`src/rtl/bird_flight_ctrl.sv`:
```
// Game-flow controller for the flappy-bird bird: IDLE/PLAY/OVER sequencing,
// gravity timer and the registered vertical row of the bird.
module bird_flight_ctrl #(
   parameter int ROWS        = 16,
   parameter int TICK_CYCLES = 8,
   parameter int FLAP_RISE   = 2,
   parameter int START_ROW   = 7
) (
   input  logic                    clk,
   input  logic                    reset,
   input  logic                    flap_pulse,
   input  logic                    collide,
   output logic [$clog2(ROWS)-1:0] row_out,
   output logic [ROWS-1:0]         bird_onehot,
   output logic                    playing,
   output logic                    game_over,
   output logic                    grav_tick
);

   localparam int RW = $clog2(ROWS);
   localparam int CW = $clog2(TICK_CYCLES);

   localparam logic [RW-1:0] RowStart  = RW'(START_ROW);
   localparam logic [RW-1:0] RowBottom = RW'(ROWS - 1);
   localparam logic [RW-1:0] Rise      = RW'(FLAP_RISE);
   localparam logic [CW-1:0] CountLast = CW'(TICK_CYCLES - 1);

   typedef enum logic [1:0] {
      IDLE = 2'd0,
      PLAY = 2'd1,
      OVER = 2'd2
   } state_t;

   state_t        state;
   logic [CW-1:0] count;

   // Collision outranks a flap, and a flap cancels a coinciding gravity step.
   always_ff @(posedge clk) begin
      if (reset) begin
         state     <= IDLE;
         row_out   <= RowStart;
         count     <= '0;
         grav_tick <= 1'b0;
      end else begin
         grav_tick <= 1'b0;
         case (state)
            IDLE: begin
               row_out <= RowStart;
               count   <= '0;
               if (flap_pulse) begin
                  state <= PLAY;
               end
            end
            PLAY: begin
               if (collide) begin
                  state <= OVER;
                  count <= '0;
               end else if (flap_pulse) begin
                  row_out <= (row_out >= Rise) ? row_out - Rise : '0;
                  count   <= '0;
               end else if (count == CountLast) begin
                  count     <= '0;
                  grav_tick <= 1'b1;
                  if (row_out == RowBottom) begin
                     state <= OVER;
                  end else begin
                     row_out <= row_out + 1'b1;
                  end
               end else begin
                  count <= count + 1'b1;
               end
            end
            OVER: begin
               count <= '0;
               if (flap_pulse) begin
                  state   <= IDLE;
                  row_out <= RowStart;
               end
            end
            default: begin
               state   <= IDLE;
               row_out <= RowStart;
               count   <= '0;
            end
         endcase
      end
   end

   // State is a register, so these decodes change only on a clock edge.
   assign playing   = (state == PLAY);
   assign game_over = (state == OVER);

   always_comb begin
      bird_onehot          = '0;
      bird_onehot[row_out] = 1'b1;
   end

endmodule

```
`config.mk`:
```
export PLATFORM = sky130hd
export DESIGN_NAME = bird_flight_ctrl
export DESIGN_NICKNAME = d
export VERILOG_FILES = /design/src/rtl/bird_flight_ctrl.sv
export SDC_FILE = /design/constraint.sdc
export NUM_CORES = 1
export LEC_CHECK = 0
export BUFFER_PORTS_ARGS = -buffer_cell sky130_fd_sc_hd__buf_4
export CELL_PAD_IN_SITES_DETAIL_PLACEMENT = 1
export CELL_PAD_IN_SITES_GLOBAL_PLACEMENT = 2
export CORE_MARGIN = 2
export CORE_UTILIZATION = 25
export CTS_CLUSTER_SIZE = 16
export DETAILED_ROUTE_END_ITERATION = 8
export PLACE_DENSITY_LB_ADDON = 0.1
export REMOVE_ABC_BUFFERS = 1
export SLEW_MARGIN = 10
export SYNTH_ARGS = -nofsm -noshare
export SYNTH_HDL_FRONTEND = slang
export SYNTH_SLANG_ARGS = --single-unit
```
`constraint.sdc`:
```
create_clock -name clk -period 2.3 [get_ports clk]
set_clock_uncertainty 0.15 [all_clocks]
set_input_delay 0 -clock clk [delete_from_list [all_inputs] [get_ports clk]]
set_output_delay 0 -clock clk [all_outputs]
set_load 0.01 [all_outputs]
```
==> key figures, run 1 <==
Outcome
  – Outcome: completed

Drt
  – Via count: between 700 and 800
  – Drt first pass iters: 4
  – Drt drc: 0
  – Drt via density: ~4.7
  – Final ANT Viol Nets: 0
  – Drt wl/cell: around 13 um
  – Routed Wire Length: about 2.3 mm
  – Initial DRC Count: 10

Yosys
  – #FFs+latches synth: 10
  – Synthesis warning total: 0
  – Synthesized cell area: roughly 840 um^2
  – Syn avg cell area: 8.89 um^2
  – Post-Syn Instances: 95
  – Asr flop ratio synth: 0%
  – Most used DFF post-synth: dfxtp_1
  – Post-synth EDFFs: 0
  – Seq/Total Area, Yosys: a little under a quarter
  – Post-synth cell types: 40

Clock network
  – Root Buffer: clkbuf_4
  – H-tree level count: 1
  – Post-cts repair resize count: 0
  – TritonCTS buffer count: 3
  – Clock-pin slew of the registers on the worst-case setup and hold paths: 0.07 ns
  – Clk Latency, worst-skew pair: approximately 0.27 ns
  – CTS tree: built
  – Sink Count: 10
  – Clock buffer depth: 2

Layout
  – Core Util, Final: between 30% and 40%
  – Most frequent cells in the layout: 27 x buf_4, 14 x and2_1, 10 x dfxtp_1, 9 x ha_1
  – Layout cells sized above 1: roughly 33%
  – Commonest non-fill, non-tap cell in the layout: buf_4
  – N_diodes: 0
  – Layout Cells excl Fill: around 170
  – Synthesis-to-layout area growth: 34.7%
  – Final Cell Area: around 1100 um^2
  – Nets: 140

GRT
  – First-pass GRT wire length: a little over 4 mm
  – Total GRT Usage: approximately an eighth
  – Largest net degree at the start of global routing: 16
  – Number of global-route vias before repair: around 850
  – Global route overflow: 0
  – Initial antenna violation count: 0

Power
  – Sw Share: 32.4%
  – Cell Pwr Density: between 300 and 400 nW/um^2
  – Psw: roughly 140 uW
  – Flop pwr share: approximately 43%
  – Final Power: between 400 and 500 uW
  – Clock group share of total power: between 20 and 30%
  – Part of the power in combinational logic: between 20% and 30%
  – P_int: about 300 uW
  – VDD IR-drop max: 0.000183 V
  – P_leak: ~0.56 nW

Floorplanning
  – Core area: approximately 3300 um^2
  – Die extent in y: slightly above 60 um
  – # IOs: 27
  – FP Rows: 21
  – DIE WIDTH: just over 60 um
  – Initial core utilization: 25.7%
  – Die Area: slightly below 4000 um^2

Setup path
  – Reg-to-Reg Start: row_out[1]
  – Crit path max fanout: 8
  – Crit start category: flip-flop
  – WS Path Type: reg2reg
  – FF-to-FF setup slack: about 0.32 ns
  – Setup crit end kind: flip-flop
  – Crit path launch: row_out[1]
  – Worst r2r path cells: 5
  – Worst path required time: 2.34 ns
  – Worst r2r dst: row_out[3]
  – CP arrival: around 2.0 ns

Placement
  – # port buffers: 26
  – GP Congestion: between 0.6 and 0.7
  – Place WS: 0.346 ns
  – Cell Area, Placed: between 1000 and 1500 um^2
  – Dpl cells: roughly 160
  – Hpwl dp: 1.83 mm

Timing
  – Fin. max-slew vios: 0
  – Min cycle time layout: 1.98 ns
  – Final worst setup slack: 0.317 ns
  – Worst hold margin: 0.351 ns
  – Hold Violations, Final: 0
  – Setup_tns: 0 ns
  – Headroom to the max-slew limit: approximately 63%
  – RSZ-0062 raised after global routing: no
  – Period utilisation layout: approximately 86%
  – Worst slew pin tran: 0.547 ns
  – Final setup fails: 0
  – Peak Freq: roughly 500 MHz

Hold path
  – Hold Crit Depth: 1
  – Min-Delay Endpoint: state[0]
  – Hold/Removal Path Class: reg2reg
  – Worst hold start: state[1]

Run
  – Max Cap Violations: 0
[registers in the layout, summed over array words and instances (netlist names)]
signal / cells
state: 2
grav_tick: 1
count: 3
row_out: 4
[synthesized netlist by cell type (all sizes together), types with 3 or more instances]
library cell / n / share of area, %
a21oi: 3 / 2.7
and2: 14 / 10
and3: 4 / 3.0
dfxtp: 10 / 24
ha: 9 / 13
inv: 7 / 3.1
nand2b: 4 / 3.9
nor2: 6 / 2.7
nor2b: 4 / 3.0
nor3: 3 / 2.4
[power groups by stage]
stage	sequential (mW)	combinational (mW)	clock, mW
2_1_floorplan	0.197	0.0674	0
6_report	0.189	0.128	0.126
5_1_grt	0.191	0.144	0.141
3_5_place_dp	0.194	0.126	0
3_3_place_gp	0.193	0.127	0
4_1_cts	0.189	0.131	0.132
[layer usage]
layer  up-vias  global-route usage, %  wire [um]
li1        399                      -          -
met1       387                   16.8       1050
met2        13                   21.2       1140
met3         0                   2.72         80
met4         0                   3.33          0
met5         -                      0          0
[repair_timing]
item | 4_1_cts | 5_1_grt
hold buffers | 4 | 0
endpoints found under the hold margin | 7 | 0
buffers inserted | 0 | 0
[layout make-up]
class                      instances  area, um^2
tap                               46        57.6
clock buffer                       3        22.5
fill                             394        2150
multi-input combinational         74         588
sequential                        10         200
timing repair buffer              31         243
inverter                           7        26.3
[worst max-delay path, stage by stage, from the launching register on]
cell       delay (ns)
dfxtp_1          0.49
ha_1             0.32
nand3_1          0.19
a2111oi_0        0.57
a211oi_1         0.09
o31ai_1          0.08
[kinds of logic after synthesis]
family | share of synthesized area, %
AOI/OAI and AO/OA | 20.9
xor gates and xnor gates | 1.04
adders and majority gates | 13.3
buffers and inverters | 6.67
DFF | 23.7
muxes | 2.37
and+or+nand+nor | 32.0
[worst max-delay path by stage]
stage | end | slack (ns) | cells after the start
global route | row_out[3] | 0.11 | 5
detailed placement | row_out[3] | 0.35 | 5
global placement | row_out[3] | 0.35 | 5
CTS | row_out[3] | 0.32 | 5
floorplan | row_out[1] | 0.36 | 6
finish | row_out[3] | 0.32 | 5
Note: power is estimated with default switching activity, not from simulation.
==> inputs of run 2 (changes only) <==
--- a/config.mk
+++ b/config.mk
@@ -12,7 +12,9 @@
 export CORE_UTILIZATION = 25
 export CTS_CLUSTER_SIZE = 16
 export DETAILED_ROUTE_END_ITERATION = 8
+export GPL_ROUTABILITY_DRIVEN = 0
 export PLACE_DENSITY_LB_ADDON = 0.1
+export RECOVER_POWER = 100
 export REMOVE_ABC_BUFFERS = 1
 export SLEW_MARGIN = 10
 export SYNTH_ARGS = -nofsm -noshare
==> constraint.sdc (replaced) <==
create_clock -name clk -period 2.17 [get_ports clk]
set_clock_uncertainty 0.15 [all_clocks]
set_input_delay 0 -clock clk [delete_from_list [all_inputs] [get_ports clk]]
set_output_delay 0 -clock clk [all_outputs]
set_load 0.01 [all_outputs]
==> run 2 against run 1 <==
Against the previous run: first-iteration DRC count up 110%; non-clock buffer count did not move; routed wire length grew 0.18%; setup slack got worse by 0.091 ns; highest routed layer is now met4; utilization shrank 1.8 points; clock power increased by 6%; die area is the same; sequential power rose by 6%; global-route usage shrank 0.30 points; total power increased by 4.2%; via count up 0.25%; cell area shrank 5.2%.
==> key figures, run 2 (synthesis gave the netlist of run 1 again) <==
GRT
  – Number of global-route vias before repair: 846 (-0.82%)
  – Largest net degree at the start of global routing: 16 (unchanged)
  – Total GRT Usage: 12.5% (-0.30 points)
  – First-pass GRT wire length: 3.95 mm (-4.2%)
  – Initial antenna violation count: 0 (unchanged)
  – Global route overflow: 0 (unchanged)

Clock network
  – H-tree level count: 1 (unchanged)
  – TritonCTS buffer count: 3 (unchanged)
  – Post-CTS Setup Inserts: 0 (unchanged)
  – Sink Count: 10 (unchanged)
  – CTS tree: built
  – Clock-pin slew of the registers on the worst-case setup and hold paths: 0.07 ns (about the same)
  – Clock buffer depth: 2 (unchanged)
  – Root Buffer: clkbuf_4
  – Clk Latency, worst-skew pair: 0.27 ns (about the same)

Setup path
  – Crit path max fanout: 8 (unchanged)
  – Crit path launch: row_out[1]
  – Worst path required time: 2.22 ns (-0.12 ns)
  – Worst r2r path cells: 5 (unchanged)
  – Reg-to-Reg Start: row_out[1]
  – Crit start category: flip-flop
  – Setup crit end kind: flip-flop
  – WS Path Type: reg2reg
  – CP arrival: 2.00 ns (-0.02 ns)

Floorplanning
  – Die extent in y: 62.1 um (unchanged)
  – Die Area: 3860 um^2 (unchanged)
  – FP Rows: 21 (unchanged)
  – DIE WIDTH: 62.1 um (unchanged)
  – Initial core utilization: 25.7% (unchanged)
  – # IOs: 27 (unchanged)
  – Core area: 3280 um^2 (unchanged)

Placement
  – Cell Area, Placed: 1070 um^2 (unchanged)
  – Hpwl dp: 1.81 mm (-1.1%)
  – Dpl cells: 164 (unchanged)
  – # port buffers: 26 (unchanged)

Drt
  – Drt wl/cell: 13.3 um (+0.18%)
  – Drt drc: 0 (unchanged)
  – Routed Wire Length: 2.27 mm (+0.18%)
  – Drt first pass iters: 4 (unchanged)
  – Drt via density: 4.68 (+0.25%)
  – Final ANT Viol Nets: 0 (unchanged)
  – Via count: 801 (+0.25%)
  – Initial DRC Count: 21 (+11)

Layout
  – Synthesis-to-layout area growth: 27.7%
  – Most flop-heavy register: row_out
  – Layout cells sized above 1: 20.0% (-13 points)
  – N_diodes: 0 (unchanged)
  – Fillers: 409 (+3.8%)
  – Number of flip-flops in the largest register: 4 (unchanged)
  – Most frequent cells in the layout: 16 x buf_4, 12 x and2_0, 11 x clkbuf_1, 10 x dfxtp_1, 9 x ha_1
  – Layout Cells excl Fill: 171 (unchanged)
  – Top flop regs: row_out (4), count (3), state (2)
  – Final Cell Area: 1080 um^2 (-5.2%)
  – Commonest non-fill, non-tap cell in the layout: buf_4
  – Nets: 140 (unchanged)

Hold path
  – Hold Crit Depth: 1 (unchanged)
  – Hold/Removal Path Class: reg2reg
  – Worst hold start: state[1]

Power
  – VDD IR-drop max: 0.000184 V (+0.66%)
  – Cell Pwr Density: 429 nW/um^2 (+9.9%)
  – P_leak: 0.502 nW (-10%)
  – Final Power: 463 uW (+4.2%)

Timing
  – Setup_tns: 0 ns (unchanged)
  – Peak Freq: 514 MHz (+2.0%)
  – Worst slew pin tran: 0.522 ns (-0.0250 ns)
  – Final setup fails: 0 (unchanged)
  – Min cycle time layout: 1.94 ns (-0.0389 ns)
  – Fin. max-slew vios: 0 (unchanged)
  – Hold Violations, Final: 0 (unchanged)
  – RSZ-0062 raised after global routing: no
  – Headroom to the max-slew limit: 65.1% (+1.6 points)
  – Worst hold margin: 0.357 ns (+0.00566 ns)
  – Period utilisation layout: 89.6% (+3.4 points)

Run
  – Max Cap Violations: 0 (unchanged)

Outcome
  – Outcome: completed
[run 2: cell types whose count changed in the layout (fill, tap and decap cells not counted), sizes merged]
cell    change
clkbuf     +11
buf        -11
[run 2: worst paths after layout]
check	endpoint	slack, ns
worst max-delay path	row_out[0]	0.23
worst min-delay path	state[0]	0.36
worst max register to register	row_out[0]	0.23
worst min register to register	state[0]	0.36
[run 2: what timing repair did]
| item | CTS | global route |
|---|---|---|
| gates resized for setup | 0 | 0 |
| hold endpoints to repair | 7 | 0 |
| hold buffers | 4 | 0 |
[run 2: metal layers]
metal | up-vias | routed length (um) | global-route usage, % | share of wire, %
met2 | 16 | 1090 | 20.5 | 48
met3 | 5 | 92 | 3.26 | 4.0
met5 | - | 0 | 0 | 0
met1 | 384 | 1050 | 15.9 | 46
met4 | 0 | 36 | 4.17 | 1.6
li1 | 396 | - | - | -
[run 2: area by class of cell]
type	count	area, um^2	share of cell area [%]
inverters	7	26.3	2.44
repair buffers	31	201	18.7
flip-flops and latches	10	200	18.6
clock buffers	3	22.5	2.09
multi-input cells	74	571	52.9
well taps	46	57.6	5.34
[run 2: critical path, cell delays in order, from the launching register on]
cell     delay [ns]
dfxtp_1        0.48
ha_1           0.32
nand3_1        0.18
a21oi_1        0.36
a21oi_1        0.18
a41oi_2        0.20
[run 2: metrics by stage]
| step | setup slack [ns] | util (%) |
|---|---|---|
| after global placement | 0.224 | 32.7 |
| after floorplan | 0.231 | - |
| after detailed placement | 0.214 | 32.7 |
| after global routing | 0.0831 | 32.8 |
| after CTS | 0.198 | 34.6 |
| final | 0.225 | 32.8 |
[run 2: where the power goes]
part / switching (mW) / total (mW) / leakage, nW / internal (mW)
clock: 0.0694 / 0.134 / 0.0138 / 0.0643
sequential: 0.0101 / 0.201 / 0.0814 / 0.190
combinational: 0.0707 / 0.128 / 0.407 / 0.0577
==> inputs of run 3 (changes only) <==
==> constraint.sdc (replaced) <==
create_clock -name clk -period 1.7 [get_ports clk]
set_clock_uncertainty 0.15 [all_clocks]
set_input_delay 0 -clock clk [delete_from_list [all_inputs] [get_ports clk]]
set_output_delay 0 -clock clk [all_outputs]
set_load 0.01 [all_outputs]
==> run 3 against run 2 <==
Against the previous run: total power increased by 48%; register-to-register slack got worse by 0.17 ns; sequential power increased by 27%; sequential cell count unchanged; clock power increased by 66%; highest routed layer unchanged; first-iteration DRC count decreased by 81%; critical path type unchanged; global-route usage increased by 1.5 points; maximum frequency increased by 18%.
==> key figures, run 3 (synthesis gave the netlist of run 1 again) <==
Clock network
  – Sink Count: 10 (unchanged)
  – Post-CTS Setup Inserts: 0 (unchanged)
  – Clk Latency, worst-skew pair: 0.27 ns (about the same)
  – Clock buffer depth: 2 (unchanged)
  – Clock-pin slew of the registers on the worst-case setup and hold paths: 0.07 ns (about the same)
  – TritonCTS buffer count: 3 (unchanged)
  – Root Buffer: clkbuf_4
  – CTS tree: built
  – H-tree level count: 1 (unchanged)

Timing
  – Fin. max-slew vios: 0 (unchanged)
  – Worst slew pin tran: 0.347 ns (-0.175 ns)
  – Peak Freq: 609 MHz (+18%)
  – Headroom to the max-slew limit: 76.8% (+12 points)
  – Min cycle time layout: 1.64 ns (-0.302 ns)
  – RSZ-0062 raised after global routing: yes
  – Final setup fails: 0 (unchanged)
  – Worst hold margin: 0.278 ns (-0.0783 ns)
  – Final worst setup slack: 0.0575 ns (-0.168 ns)
  – Hold Violations, Final: 0 (unchanged)
  – Period utilisation layout: 96.6% (+7.0 points)

Floorplanning
  – Initial core utilization: 25.7% (unchanged)
  – Die Area: 3860 um^2 (unchanged)
  – Die extent in y: 62.1 um (unchanged)
  – DIE WIDTH: 62.1 um (unchanged)
  – Core area: 3280 um^2 (unchanged)
  – # IOs: 27 (unchanged)
  – FP Rows: 21 (unchanged)

Hold path
  – Hold/Removal Path Class: reg2reg

Layout
  – Number of flip-flops in the largest register: 4 (unchanged)
  – Commonest non-fill, non-tap cell in the layout: buf_4
  – Synthesis-to-layout area growth: 48.3%
  – Nets: 149 (+6.4%)
  – N_diodes: 0 (unchanged)
  – Most flop-heavy register: row_out
  – Layout cells sized above 1: 45.2% (+25 points)
  – Final Cell Area: 1250 um^2 (+16%)
  – Fillers: 396 (-3.2%)
  – Layout Cells excl Fill: 181 (+5.8%)
  – Most frequent cells in the layout: 36 x buf_4, 14 x and2_1, 7 x ha_1, 6 x nor2_1, 6 x dfxtp_1
  – Top flop regs: row_out (4), count (3), state (2)

GRT
  – Global route overflow: 0 (unchanged)
  – Initial antenna violation count: 0 (unchanged)
  – Number of global-route vias before repair: 849 (+0.35%)
  – Total GRT Usage: 13.9% (+1.5 points)
  – First-pass GRT wire length: 4.26 mm (+7.9%)
  – Largest net degree at the start of global routing: 15 (-1)

Setup path
  – Worst r2r path cells: 6 (+1)
  – CP arrival: 1.64 ns (-0.36 ns)
  – Crit path capture: row_out[1]
  – Critical path cell sequence: inv_2 > ha_2 > nor2b_4 > o31a_1 > a2111oi_2 > mux2i_1
  – Instance count on the critical path: 6 (+1)
  – Setup crit end kind: flip-flop
  – Crit path launch: row_out[2]
  – Worst path required time: 1.69 ns (-0.53 ns)
  – Worst path bufs/invs: 1 (+1)
  – Worst r2r dst: row_out[1]
  – Crit-path leading delay family: compound AO/OA/AOI/OAI gates
  – FF-to-FF setup slack: 0.06 ns (-0.17 ns)
  – Reg-to-Reg Start: row_out[2]
  – Crit path max fanout: 2 (-6)
  – WS Path Type: reg2reg
  – Critical Path Max Stage Delay: 0.34 ns (-0.14 ns)
  – Crit start category: flip-flop
  – Crit path max-delay cell type: dfxtp_2

Drt
  – Metal2 WL: 1.14 mm (+4.7%)
  – Metal3 WL: 90 um (-2.2%)
  – Via count: 820 (+2.4%)
  – Initial DRC Count: 4 (-81%)
  – Routed Wire Length: 2.51 mm (+10%)
  – DRT met1 WL: 1.22 mm (+16%)
  – Top Layer Used: met4
  – Drt wl/cell: 13.9 um (+4.3%)
  – Drt first pass iters: 3 (-1)
  – Final ANT Viol Nets: 0 (unchanged)
  – Drt drc: 0 (unchanged)
  – Drt via density: 4.53 (-3.3%)

Placement
  – # port buffers: 26 (unchanged)
  – Cell Area, Placed: 1150 um^2 (+7.0%)
  – Hpwl dp: 1.98 mm (+9.4%)
  – Place WS: -0.0304 ns (-0.245 ns)
  – Dpl cells: 174 (+6.1%)

Power
  – P_leak: 0.600 nW (+19%)
  – Cell Pwr Density: 545 nW/um^2 (+27%)
  – Final Power: 683 uW (+48%)
  – VDD IR-drop max: 0.000327 V (+78%)

Run
  – Max Cap Violations: 0 (unchanged)

Outcome
  – Outcome: completed
## run 3: changes by cell type in the layout (fill, tap and decap cells not counted), sizes merged
cell,change
buf,+20
clkbuf,-9
dlygate4sd3,-1
## run 3: how the worst min path moves through the flow
stage	from	end	slack, ns	cells after the start
5_1_grt	count[0]	count[0]	0.30	1
4_1_cts	count[0]	count[0]	0.29	1
3_5_place_dp	reset	state[0]	0.12	2
3_3_place_gp	reset	state[0]	0.11	2
2_1_floorplan	flap_pulse	count[0]	-0.07	1
6_report	count[0]	count[0]	0.28	1
## run 3: layer usage
metal	vias to the layer above	GRT usage, %
met3	6	3.26
li1	417	-
met2	17	20.7
met4	0	7.22
met5	-	0
met1	380	18.8
## run 3: stage by stage
step	util, %	setup TNS (ns)
after floorplan	-	-0.483
after CTS	37.6	0
after global placement	35.0	0
after global routing	38.1	-0.00199
after detailed placement	35.0	-0.0470
final	38.1	0
## run 3: what timing repair did
action / in CTS / in global routing
hold buffers: 3 / 0
setup endpoints to repair: 3 / 8
pin swaps: 1 / 1
hold endpoints to repair: 7 / 0
resized for setup: 5 / 8
## run 3: report_power, final
group | switching, mW | total, mW | internal, mW
combinational | 0.106 | 0.206 | 0.0999
clock | 0.0919 | 0.222 | 0.130
sequential | 0.0107 | 0.255 | 0.244
## run 3: cell type report
type,instances,area (um^2),area share [%]
sequential,10,205,16.4
clock buffer,4,36.3,2.90
multi-input combinational,74,623,49.8
timing repair buffer,40,304,24.3
inverter,7,26.3,2.10
tap,46,57.6,4.60
## run 3: worst register-to-register path, stage by stage, from the launching register on
cell       delay (ns)
dfxtp_2          0.34
inv_2            0.04
ha_2             0.16
nor2b_4          0.13
o31a_1           0.24
a2111oi_2        0.34
mux2i_1          0.12
